===== config.mk =====
export PLATFORM = sky130hd
export DESIGN_NAME = ram_stream_dma
export DESIGN_NICKNAME = d
export VERILOG_FILES = /design/src/rtl/ram_stream_dma.sv
export SDC_FILE = /design/constraint.sdc
export NUM_CORES = 1
export LEC_CHECK = 0
export ABC_CLOCK_PERIOD_IN_PS = 6800
export BUFFER_PORTS_ARGS = -buffer_cell sky130_fd_sc_hd__buf_2
export CAP_MARGIN = 20
export CORE_MARGIN = 2
export CORE_UTILIZATION = 45
export DETAILED_ROUTE_END_ITERATION = 7
export PLACE_DENSITY_LB_ADDON = 0.05
export SLEW_MARGIN = 10
export SYNTH_ARGS = -nofsm -noshare
export SYNTH_HDL_FRONTEND = slang
export SYNTH_SLANG_ARGS = --single-unit
export TNS_END_PERCENT = 50

===== constraint.sdc =====
create_clock -name clk -period 6.8 [get_ports clk]
set_input_delay 0.68 -clock clk [delete_from_list [all_inputs] [get_ports clk]]
set_output_delay 0.68 -clock clk [all_outputs]
set_load 0.05 [all_outputs]

===== src/rtl/ram_stream_dma.sv =====
// Sample-to-RAM DMA streamer: buffers scanner samples in a FIFO, splits each
// into RAM_WORD beats and writes them into a ring buffer through a DMA port.
module ram_stream_dma #(
  parameter int unsigned DAT_WID    = 24,
  parameter int unsigned RAM_WORD   = 16,
  parameter int unsigned RAM_WID    = 32,
  parameter int unsigned FIFO_DEPTH = 16,
  parameter bit          SIGN_EXT   = 1'b1,
  parameter int unsigned CMD_WID    = 3
) (
  input  logic                clk,
  input  logic                rst,
  input  logic [RAM_WID-1:0]  cmd_data,
  input  logic [CMD_WID-1:0]  cmd,
  input  logic                cmd_active,
  output logic                cmd_finished,
  output logic [RAM_WID-1:0]  cmd_data_out,
  input  logic [DAT_WID-1:0]  data,
  input  logic                data_commit,
  output logic                finished,
  output logic                stopped,
  output logic [RAM_WORD-1:0] word,
  output logic [RAM_WID-1:0]  addr,
  output logic                write,
  input  logic                valid
);

  localparam int unsigned BEATS  = (DAT_WID + RAM_WORD - 1) / RAM_WORD;
  localparam int unsigned PAD_W  = BEATS * RAM_WORD;
  localparam int unsigned PTR_W  = $clog2(FIFO_DEPTH);
  localparam int unsigned BEAT_W = (BEATS > 1) ? $clog2(BEATS) : 1;

  localparam logic [RAM_WID-1:0] Step     = RAM_WID'(RAM_WORD / 8);
  localparam logic [PTR_W:0]     FullCnt  = (PTR_W + 1)'(FIFO_DEPTH);
  localparam logic [BEAT_W-1:0]  LastBeat = BEAT_W'(BEATS - 1);

  localparam logic [CMD_WID-1:0] CmdWriteLoc = CMD_WID'(0);
  localparam logic [CMD_WID-1:0] CmdWriteLen = CMD_WID'(1);
  localparam logic [CMD_WID-1:0] CmdReadPtr  = CMD_WID'(2);
  localparam logic [CMD_WID-1:0] CmdReadOvf  = CMD_WID'(3);
  localparam logic [CMD_WID-1:0] CmdReadFill = CMD_WID'(4);
  localparam logic [CMD_WID-1:0] CmdSetMode  = CMD_WID'(5);
  localparam logic [CMD_WID-1:0] CmdClear    = CMD_WID'(6);

  typedef enum logic [2:0] {StIdle, StPop, StFetch, StBeat, StGap} state_e;

  state_e state_q, state_d;

  logic [DAT_WID-1:0] mem [FIFO_DEPTH];
  logic [DAT_WID-1:0] rd_data_q;
  logic [PTR_W:0]     wr_ptr_q, wr_ptr_d, rd_ptr_q, rd_ptr_d, fill;

  logic [PAD_W-1:0]   sample_q, sample_d, sample_ext;
  logic [BEAT_W-1:0]  beat_q, beat_d;
  logic               write_q, write_d;
  logic               fin_q, fin_d;
  logic               cmd_fin_q, cmd_fin_d;
  logic               stopped_q, stopped_d;
  logic               stop_mode_q, stop_mode_d;
  logic [RAM_WID-1:0] loc_start_q, loc_start_d, loc_len_q, loc_len_d;
  logic [RAM_WID-1:0] loc_off_q, loc_off_d, ovf_q, ovf_d, cmd_out_q, cmd_out_d;

  logic               full, empty, pop, push, push_req;
  logic               cmd_req, cmd_is_cfg, cmd_exec, clear_exec;
  logic [RAM_WID-1:0] off_step;
  logic               wrap_hit;

  assign fill     = wr_ptr_q - rd_ptr_q;
  assign empty    = (wr_ptr_q == rd_ptr_q);
  assign full     = (fill == FullCnt);
  assign pop      = (state_q == StPop);
  assign push_req = data_commit && !fin_q;

  // Only config writes would move addr under a pending write, so only they wait;
  // CLEAR drops write on the same edge and may therefore act at once.
  assign cmd_req    = cmd_active && !cmd_fin_q;
  assign cmd_is_cfg = (cmd == CmdWriteLoc) || (cmd == CmdWriteLen);
  assign cmd_exec   = cmd_req && !(cmd_is_cfg && write_q);
  assign clear_exec = cmd_exec && (cmd == CmdClear);

  // A pop in the same cycle frees the slot, so a full FIFO still takes the push.
  assign push = push_req && (!full || pop) && !clear_exec;

  assign off_step = loc_off_q + Step;
  assign wrap_hit = (loc_len_q != '0) && (off_step >= loc_len_q);

  assign addr         = loc_start_q + loc_off_q;
  assign write        = write_q;
  assign finished     = fin_q;
  assign cmd_finished = cmd_fin_q;
  assign cmd_data_out = cmd_out_q;
  assign stopped      = stopped_q;

  // Pad the popped sample to whole beats, sign- or zero-filled.
  always_comb begin
    sample_ext = {PAD_W{SIGN_EXT & rd_data_q[DAT_WID-1]}};
    sample_ext[DAT_WID-1:0] = rd_data_q;
  end

  // Select the current beat of the latched sample.
  always_comb begin
    word = '0;
    for (int b = 0; b < int'(BEATS); b++) begin
      if (beat_q == BEAT_W'(b)) word = sample_q[b*RAM_WORD +: RAM_WORD];
    end
  end

  // FIFO storage and registered read port.
  always_ff @(posedge clk) begin
    if (push) mem[wr_ptr_q[PTR_W-1:0]] <= data;
    if (pop) rd_data_q <= mem[rd_ptr_q[PTR_W-1:0]];
  end

  // Next-state for drain FSM, handshakes, FIFO pointers and command decode.
  always_comb begin
    state_d     = state_q;
    wr_ptr_d    = wr_ptr_q + (PTR_W + 1)'(push);
    rd_ptr_d    = rd_ptr_q + (PTR_W + 1)'(pop);
    sample_d    = sample_q;
    beat_d      = beat_q;
    write_d     = write_q;
    fin_d       = fin_q;
    cmd_fin_d   = cmd_fin_q;
    stopped_d   = stopped_q;
    stop_mode_d = stop_mode_q;
    loc_start_d = loc_start_q;
    loc_len_d   = loc_len_q;
    loc_off_d   = loc_off_q;
    ovf_d       = ovf_q;
    cmd_out_d   = cmd_out_q;

    if (push_req) begin
      fin_d = 1'b1;
      if (full && !pop && (ovf_q != '1)) ovf_d = ovf_q + RAM_WID'(1);
    end else if (fin_q && !data_commit) begin
      fin_d = 1'b0;
    end

    unique case (state_q)
      StIdle: if (!empty && !stopped_q) state_d = StPop;
      StPop:  state_d = StFetch;
      StFetch: begin
        sample_d = sample_ext;
        beat_d   = '0;
        write_d  = 1'b1;
        state_d  = StBeat;
      end
      StBeat: begin
        if (valid) begin
          write_d = 1'b0;
          if (wrap_hit) begin
            loc_off_d = '0;
            if (stop_mode_q) stopped_d = 1'b1;
          end else begin
            loc_off_d = off_step;
          end
          if (beat_q == LastBeat) begin
            state_d = StIdle;
          end else begin
            beat_d  = beat_q + BEAT_W'(1);
            state_d = StGap;
          end
        end
      end
      StGap: begin
        write_d = 1'b1;
        state_d = StBeat;
      end
      default: state_d = StIdle;
    endcase

    if (cmd_exec) begin
      cmd_fin_d = 1'b1;
      case (cmd)
        CmdWriteLoc: begin
          loc_start_d = cmd_data;
          loc_off_d   = '0;
          stopped_d   = 1'b0;
        end
        CmdWriteLen: begin
          loc_len_d = cmd_data;
          loc_off_d = '0;
          stopped_d = 1'b0;
        end
        CmdReadPtr:  cmd_out_d = addr;
        CmdReadOvf:  cmd_out_d = ovf_q;
        CmdReadFill: cmd_out_d = RAM_WID'(fill);
        CmdSetMode:  stop_mode_d = cmd_data[0];
        CmdClear: begin
          wr_ptr_d  = '0;
          rd_ptr_d  = '0;
          loc_off_d = '0;
          ovf_d     = '0;
          stopped_d = 1'b0;
          write_d   = 1'b0;
          beat_d    = '0;
          state_d   = StIdle;
        end
        default: ;
      endcase
    end else if (cmd_fin_q && !cmd_active) begin
      cmd_fin_d = 1'b0;
    end
  end

  // State registers with asynchronous active-low reset.
  always_ff @(posedge clk or negedge rst) begin
    if (!rst) begin
      state_q     <= StIdle;
      wr_ptr_q    <= '0;
      rd_ptr_q    <= '0;
      sample_q    <= '0;
      beat_q      <= '0;
      write_q     <= 1'b0;
      fin_q       <= 1'b0;
      cmd_fin_q   <= 1'b0;
      stopped_q   <= 1'b0;
      stop_mode_q <= 1'b0;
      loc_start_q <= '0;
      loc_len_q   <= '0;
      loc_off_q   <= '0;
      ovf_q       <= '0;
      cmd_out_q   <= '0;
    end else begin
      state_q     <= state_d;
      wr_ptr_q    <= wr_ptr_d;
      rd_ptr_q    <= rd_ptr_d;
      sample_q    <= sample_d;
      beat_q      <= beat_d;
      write_q     <= write_d;
      fin_q       <= fin_d;
      cmd_fin_q   <= cmd_fin_d;
      stopped_q   <= stopped_d;
      stop_mode_q <= stop_mode_d;
      loc_start_q <= loc_start_d;
      loc_len_q   <= loc_len_d;
      loc_off_q   <= loc_off_d;
      ovf_q       <= ovf_d;
      cmd_out_q   <= cmd_out_d;
    end
  end

endmodule


**Yosys cells after proc, flatten, opt, wreduce, memory -nomap -nowiden**

Memories as Yosys holds them, arrays and structs flattened. A register that Yosys moved wholly into a read port is not among the register bits.
Index checks and enable logic that the tools add are counted.

- Register bits: 203
- Bits in writable memories: 384
- Output and inout port bits: 84
- Word-level logic and storage cells: 116
- Memories: 1

- $add $sub $neg: 7
- Order comparisons: 1
- Equal/unequal tests: 13
- Mux-type cells: 42
- Reductions and logical operators: 37

Memories:

| name | words | width | rd ports | clocked after Yosys merged registers in | wr ports | RTL line | text |
|---|---|---|---|---|---|---|---|
| mem | 16 | 24 | 1 | 1 | 1 | 49 | `logic [DAT_WID-1:0] mem [FIFO_DEPTH];` |

Operator list:

| kind | count |
|---|---|
| 32-bit two-way mux | 9 |
| 32-bit one-hot mux with 3 select lines | 1 |
| 32-bit by 1-bit adder with 32-bit output (second input constant) | 1 |
| 32-bit by 2-bit adder with 32-bit output (second input constant) | 1 |
| 32-bit adder | 1 |
| 32-bit greater-or-equal comparator | 1 |
| 32-bit inequality test (second input constant) | 1 |
| 32-bit nonzero test | 1 |
| 5-bit two-way mux | 4 |
| 1-bit two-way mux | 19 |
| 16-bit two-way mux | 1 |
| 3-bit two-way mux | 5 |
| 1-bit logical AND | 13 |
| 3-bit by 2-bit == test with 1-bit output (second input constant) | 4 |
| 3-bit == test (second input constant) | 4 |
| 3-bit one-hot mux with 4 select lines | 1 |
| 5-bit by 1-bit adder with 5-bit output | 2 |
| 1-bit logical NOT | 10 |
| 2-bit AND reduction | 4 |
| 3-bit by 1-bit == test with 1-bit output (second input constant) | 2 |
| 3-bit logical NOT | 2 |
| 5-bit == test | 1 |
| 5-bit == test (second input constant) | 1 |
| 5-bit subtractor | 1 |
| 7 further kinds | 10 |

**Longest topological paths before layout**

Gate-level depths: netlist of the first run.

- Word-level depth: 11
- Mapped depth: 19
- Mapped depth without buffers: 16

**Worst setup path after synthesis of the first run**

OpenSTA, ideal clock, no wires.

- Kind: register to register
- Start point: register rd_ptr_q[1]
- End point: memory mem[3][0], enable pin
- Arrival: 4547 ps
- Setup slack: 1818 ps
- Stages on the path, launching flop included: 14
- Period minus slack after synthesis: 4982 ps
- Cell sequence: dfrtp_1 -> clkbuf_1 -> clkbuf_1 -> buf_1 -> inv_1 -> fa_1 -> a21o_1 -> a21oi_1 -> xor2_1 -> o211ai_1 -> and3b_1 -> clkbuf_1 -> nand3_1 -> nor3_1

- Cells in the longest elaborated chain, start to end: 8

RTL lines:

| element | RTL line | text |
|---|---|---|
| start: declaration | 51 | `logic [PTR_W:0] wr_ptr_q, wr_ptr_d, rd_ptr_q, rd_ptr_d, fill;` |
| start signal: assignment | 227 | `rd_ptr_q <= rd_ptr_d;` |
| 5-bit subtractor | 68 | `assign fill = wr_ptr_q - rd_ptr_q;` |
| 5-bit == test | 70 | `assign full = (fill == FullCnt);` |
| 1-bit logical NOT | 82 | `assign push = push_req && (!full \|\| pop) && !clear_exec;` |
| 1-bit logical OR | 82 |  |
| 1-bit logical AND (2 in series) | 82 |  |
| 1-bit two-way mux | 110 | `if (push) mem[wr_ptr_q[PTR_W-1:0]] <= data;` |
| 1-bit two-way mux (not written as such) | 110 |  |
| end: declaration | 49 |  |

No other way between the ends.

**Worst setup path in the final report of the first run**

- Start point: register loc_off_q[4]
- End point: register loc_off_q[29]

- Cells in the longest elaborated chain, start to end: 8

RTL lines:

| element | RTL line | text |
|---|---|---|
| start: declaration | 61 | `logic [RAM_WID-1:0] loc_off_q, loc_off_d, ovf_q, ovf_d, cmd_out_q, cmd_out_d;` |
| start signal: assignment | 237 | `loc_off_q <= loc_off_d;` |
| 32-bit by 2-bit adder with 32-bit output (*) | 84 | `assign off_step = loc_off_q + Step;` |
| 32-bit greater-or-equal comparator | 85 | `assign wrap_hit = (loc_len_q != '0) && (off_step >= loc_len_q);` |
| 1-bit logical AND | 85 |  |
| 32-bit two-way mux (*) | 151 | `if (wrap_hit) begin` |
| 32-bit two-way mux (*) | 149 | `if (valid) begin` |
| 32-bit two-way mux (*) | 139 | `unique case (state_q)` |
| 32-bit two-way mux | 174 | `case (cmd)` |
| 32-bit two-way mux (*) | 172 | `if (cmd_exec) begin` |
| net loc_off_d[29] | 61 |  |

Mark *: on every way through the listed nets, which the timed path passes. The rest lies on a longest branch.
A chain may end at the register's enable or synchronous reset.

==> results.md, run 1 <==
* Post-Syn Area at 27300 um^2
* Setup repair after global routing missed its margin: no
* Sequential cell area fraction in the yosys report at 0.634
* Row cnt at 90
* Critical path depth at 15
* Dpl cell area at 29000 um^2
* Crit path capture: loc_off_q[29]
* Drt pass-1 iters at 5
* Worst Max-Slew Pin Slew at 1100 ps
* Top_reg_cell synth: edfxtp_1
* Core Region at 60200 um^2
* Placement Setup Slack at 1840 ps
* Critical path class: flop to flop
* Final Cycle Share at 0.731
* PnR worst setup slack at 1830 ps
* Relative slew slack at 0.269
* R2R setup slack at 1830 ps
* R2r startpoint: loc_off_q[4]
* Setup crit start kind: flop
* Routed WL per cell at 25.0 um
* Crit path largest cell delay at 770 ps
* Cts bufs inserted at 69
* Reg2reg end: loc_off_q[29]
* Remaining DRCs at 0
* Layout cell share with drive strength beyond 1 at 0.235
* Fin area at 31300 um^2
* Most frequent cells in the layout: edfxtp_1, dfrtp_1, buf_2
* H-tree level count at 3
* Routed Antenna Nets at 0
* Vias at 16300
* Path depth of the worst reg2reg path at 15
* Post-synthesis instance total at 1846
* Clk buf depth at 3
* Vias per cell at 5.74
* Crit. Startpoint: loc_off_q[4]
* Syn Nets at 1986
* Num ports at 148
* Clock transition at path regs at 60 ps
* Initial Util at 0.453
* Post-CTS Setup Bufs at 0
* Die width at 250 um
* CTS tree: built
* FF+latch count, synth at 611
* EDFF count, synth at 408
* TNS Setup at 0 ps
* Non-Filler Instances at 2837
* PostCTS Resize Cnt at 0
* Family with the most delay on the worst path: simple AND/OR/NAND/NOR gates
* Critical Path End Type: flop
* Placed wire-length estimate at 45.5 mm
* Commonest non-fill, non-tap cell in the layout: edfxtp_1
* Nets at 2141
* Critical path cell sequence: and4_1, and2_1, nand3_1, nor4_2, nand3_1, xnor2_1, ha_1, a2111oi_0, a21oi_1, o21ai_1, o31ai_1, o31ai_2, buf_4, and3_1, a22o_1
* Clock skew at 22.0 ps
* Die Area at 62700 um^2
* Peak supply drop at 0.000331 V
* Max Slew Vio Count at 0
* Placed Cells at 2710
* First-pass GRT wire length at 108 mm
* WP buf/inv at 1
* Mapped Avg Cell Area at 14.8 um^2
* # setup viols final at 0
* Status: completed
* Aggregate global routing overflow at 0
* F_max at 201 MHz
* CP max FO at 18
* Leak at 12.0 nW
* First DRT Iteration DRCs at 1167
* Clock Root Buffer: clkbuf_16
* Syn. warnings at 0
* Routability Congestion at 0.886
* Final min period at 4970 ps
* Total power at 13.5 mW
* GRT Total Usage at 0.231
* Hold/Removal Path Class: primary input to async pin
* WL final at 70.9 mm
* Critical-path top delay cell: and3_1
* Hold Vio Cnt, Final at 0
* Top cells by area, synth: edfxtp_1, dfrtp_1, mux4_2
* Synth top area share at 0.448
* Critical path data arrival time at 5510 ps
* Synth-to-Final Area Change at 14.5%
* Cts-stage hold buffer count at 0
* Yosys cell types at 76
* Pwr Density at 431 nW/um^2
* MaxCap Viol Count at 0
* Pin count of the biggest net entering global routing at 81
* Most frequent CP cell: nand3_1
* Post-synth ARST share at 0.332
* CP required at 7340 ps
* Vias in the first global route at 16900
* Clock Sinks at 611
* Port buffer count at 147
* Post-synth top area cell: edfxtp_1
* Die H at 250 um
* Initial antenna violation count at 4
* Clock latency on the worst-skew pair at 610 ps
-- layout make-up --
cell class,instances,area [um^2]
diodes,2,5.00
clock buffers,95,1860
clock inverters,28,358
fillers,5121,29000
inverters,69,259
multi-input cells,1077,9520
flip-flops and latches,611,17300
well taps,782,978
repair buffers,173,961
-- cells by family (layout without fill, tap and decap cells) --
| group | Yosys count | count (layout) | synth area share |
|---|---|---|---|
| mux | 213 | 213 | 0.137 |
| other cells | 0 | 2 | 0 |
| compound gates | 248 | 248 | 0.0604 |
| fa+ha+maj | 76 | 76 | 0.0354 |
| xor+xnor | 96 | 96 | 0.0308 |
| simple gates | 444 | 444 | 0.0799 |
| flops | 611 | 611 | 0.634 |
| buf+inv | 158 | 365 | 0.0223 |
-- flip-flops by register name (all words and copies together) (netlist names), 3 cells and up --
signal        cells
cmd_data_out     32
state_q           3
rd_data_q        24
mem             384
sample_q         24
loc_len_q        32
loc_start_q      32
ovf_q            32
rd_ptr_q          5
wr_ptr_q          5
loc_off_q        32
-- cells in the mapped netlist (3+ instances only) --
master,number
a31o_1,3
a22o_1,18
a22oi_1,4
o21ai_1,24
nand4_1,29
clkbuf_1,65
mux2_1,30
nand2b_1,5
a21o_1,18
a211oi_1,5
nor3_1,20
and3_1,34
ha_1,74
mux2i_1,6
buf_1,12
nand3_1,62
mux2_2,57
or3_1,7
buf_2,12
nor2_1,126
mux4_2,120
dfrtp_1,203
and4_1,7
nand2_1,96
xnor2_1,44
o2111ai_1,5
inv_1,65
edfxtp_1,408
o21ai_0,43
xor2_1,52
a31oi_1,7
a221oi_1,16
o211ai_1,7
nor4_1,16
and2_1,12
a21oi_1,62
nor2b_1,8
nor4b_1,4
inv_2,4
o21a_1,4
or2_1,4
a211o_1,4
-- per-layer routing --
layer	part of all wire	GRT usage	vias up
met4	0.033	0.0761	6
met1	0.42	0.298	8379
met2	0.50	0.398	378
li1	-	-	7401
met5	0.00059	0	-
met3	0.043	0.0377	127
-- power by group --
group          internal (mW)  switching, mW  leakage (nW)  total, mW
combinational           1.71           2.89          4.67       4.60
clock                   2.12           1.54          1.07       3.66
sequential              4.68          0.546          6.30       5.23
total                   8.52           4.97          12.0       13.5
-- how the worst min path moves through the flow --
stage / startpoint / to / slack [ps] / cells past startpoint
CTS: rst / ovf_q[9] / 50 / 1
finish: rst / ovf_q[9] / 30 / 1
global route: rst / ovf_q[9] / 60 / 1
global placement: rd_data_q[15] / sample_q[15] / 430 / 2
floorplan: rst / beat_q / 380 / 0
detailed placement: rd_data_q[13] / sample_q[13] / 450 / 2
-- metrics by stage --
stage                      util  hold WS [ps]
final                     0.519          29.6
after global routing      0.519          59.8
after CTS                 0.519          55.0
after detailed placement  0.482           452
after global placement    0.482           432
after floorplan               -           384
No activity file was read; power rests on OpenSTA's default activity.
==> run 2, diff against run 1 <==
Settings changed: ABC_CLOCK_PERIOD_IN_PS 6800 to 4000.
Clock period 6.8 ns to 4 ns, I/O delays scaled along.
==> results.md, run 2 (synthesized netlist as in run 1, its figures left out) <==
* Status: completed
* Drt pass-1 iters at 5 (unchanged)
* Initial Util at 0.453 (unchanged)
* Pin count of the biggest net entering global routing at 126 (+56%)
* Aggregate global routing overflow at 0 (unchanged)
* Hold Vio Cnt, Final at 0 (unchanged)
* F_max at 256 MHz
* Routed WL per cell at 24.7 um (-1.0%)
* Vias at 16500 (+1.3%)
* Clock Sinks at 611 (unchanged)
* Die width at 250 um (unchanged)
* Peak supply drop at 0.000597 V (+81%)
* Vias per cell at 5.71 (-0.55%)
* First-pass GRT wire length at 108 mm (+0.40%)
* CP required at 3600 ps (-3740 ps)
* Relative slew slack at 0.269 (about the same)
* Critical path class: flop to primary output
* Hold Path Stages at 2
* Fin area at 32100 um^2 (+2.5%)
* Clock transition at path regs at 50 ps (about the same)
* Nets at 2192 (+2.4%)
* Port buffer count at 147 (unchanged)
* H-tree level count at 3 (unchanged)
* Commonest non-fill, non-tap cell in the layout: edfxtp_1
* Critical Path End Type: primary output
* Most frequent cells in the layout: edfxtp_1, dfrtp_1, buf_2
* Hold WS at 32.5 ps (+2.90 ps)
* Layout cell share with drive strength beyond 1 at 0.261 (+0.0265)
* Path depth of the worst reg2reg path at 16 (+1)
* Die Area at 62700 um^2 (unchanged)
* Fillers at 4981 (-2.7%)
* Largest register FFs at 384 (unchanged)
* Pwr Density at 725 nW/um^2 (+68%)
* Routed Antenna Nets at 0 (unchanged)
* First DRT Iteration DRCs at 1245 (+6.7%)
* Placement Setup Slack at 185 ps (-1650 ps)
* Setup repair after global routing missed its margin: yes
* Row cnt at 90 (unchanged)
* Max Slew Vio Count at 0 (unchanged)
* # setup viols final at 0 (unchanged)
* Clock latency on the worst-skew pair at 620 ps (about the same)
* Vias in the first global route at 16800 (-0.57%)
* PnR worst setup slack at 96.4 ps (-1730 ps)
* GRT Total Usage at 0.232 (+0.00158)
* Leak at 12.4 nW (+3.2%)
* Die H at 250 um (unchanged)
* Clock Root Buffer: clkbuf_16
* Final Cycle Share at 0.976
* Worst Max-Slew Pin Slew at 1100 ps (+0.121 ps)
* Placed wire-length estimate at 46.8 mm (+2.8%)
* CTS tree: built
* Total power at 23.2 mW (+72%)
* Synth-to-Final Area Change at 17.4%
* Core Region at 60200 um^2 (unchanged)
* Cts bufs inserted at 69 (unchanged)
* Clk buf depth at 3 (unchanged)
* Clock skew at 23.7 ps (+1.76 ps)
* Num ports at 148 (unchanged)
* Remaining DRCs at 0 (unchanged)
* Routability Congestion at 0.873 (-1.4%)
* Hold/Removal Path Class: primary input to flop
* Initial antenna violation count at 4 (unchanged)
* WL final at 71.5 mm (+0.80%)
* Setup crit start kind: flop
* Critical path data arrival time at 3500 ps (-2010 ps)
* MaxCap Viol Count at 0 (unchanged)
* CP max FO at 9 (-9)
* Final min period at 3900 ps
* Dpl cell area at 29500 um^2 (+1.6%)
[run 2: cell count changes in the layout (fill, tap and decap cells not counted), moves of 4 or more]
| cell | delta |
|---|---|
| buf_4 | +33 |
| nor3_4 | +4 |
| a21oi_1 | -4 |
| buf_12 | +12 |
| a21oi_2 | +4 |
| nor3_2 | -4 |
| ha_1 | -4 |
| buf_2 | -5 |
| ha_2 | +4 |
| dlygate4sd3_1 | +10 |
[run 2: layout make-up]
type	instances	area (um^2)	share of cell area
repair buffers	224	1530	0.0476
diodes	2	5.00	0.000156
clock buffers	93	1860	0.0579
flip-flops and latches	611	17300	0.541
multi-input cells	1077	9670	0.301
inverters	69	259	0.00808
well taps	782	978	0.0305
clock inverters	31	435	0.0136
[run 2: worst paths after layout]
path                                     from              end  slack, ps
worst max register to register  loc_off_q[18]     loc_off_q[0]        170
worst max-delay path            loc_off_q[12]         addr[23]        100
worst min-delay path             cmd_data[21]    loc_len_q[21]         30
min in group asynchronous                 rst        ovf_q[16]        510
max in group asynchronous                 rst  loc_start_q[24]       2530
worst min register to register   rd_data_q[7]      sample_q[7]        450
[run 2: critical path, stage by stage (launching register included)]
cell and delay, ps:
dfrtp_1 380, buf_4 170, ha_2 420, o21a_1 150
o211ai_1 160, a211o_1 340, a31oi_1 230, or2_1 190
a31oi_1 110, xnor2_1 400, buf_2 350
[run 2: what timing repair did]
item                                    CTS  global route
buffers inserted                          0             3
pin swaps                                 0             4
endpoints found under the setup margin    3            38
resized for setup                         3            32
hold buffers                             10             0
endpoints found under the hold margin    65             0
[run 2: through the flow]
step	instances	util	setup TNS, ps
2_1_floorplan	1846	-	-121330
3_3_place_gp	2750	0.490	0
3_5_place_dp	2750	0.490	0
4_1_cts	2884	0.530	0
5_1_grt	2887	0.532	-107
6_report	2889	0.532	0
[run 2: metal layers]
layer	wire length, um	share of wire	global-route usage
met5	26	0.00036	0
met1	29800	0.42	0.301
met3	3090	0.043	0.0387
met4	2410	0.034	0.0784
met2	36200	0.51	0.398
[run 2: power breakdown]
group,switching (mW),internal (mW)
sequential,0.740,7.95
clock,2.58,3.82
combinational,5.13,3.03
total,8.45,14.8
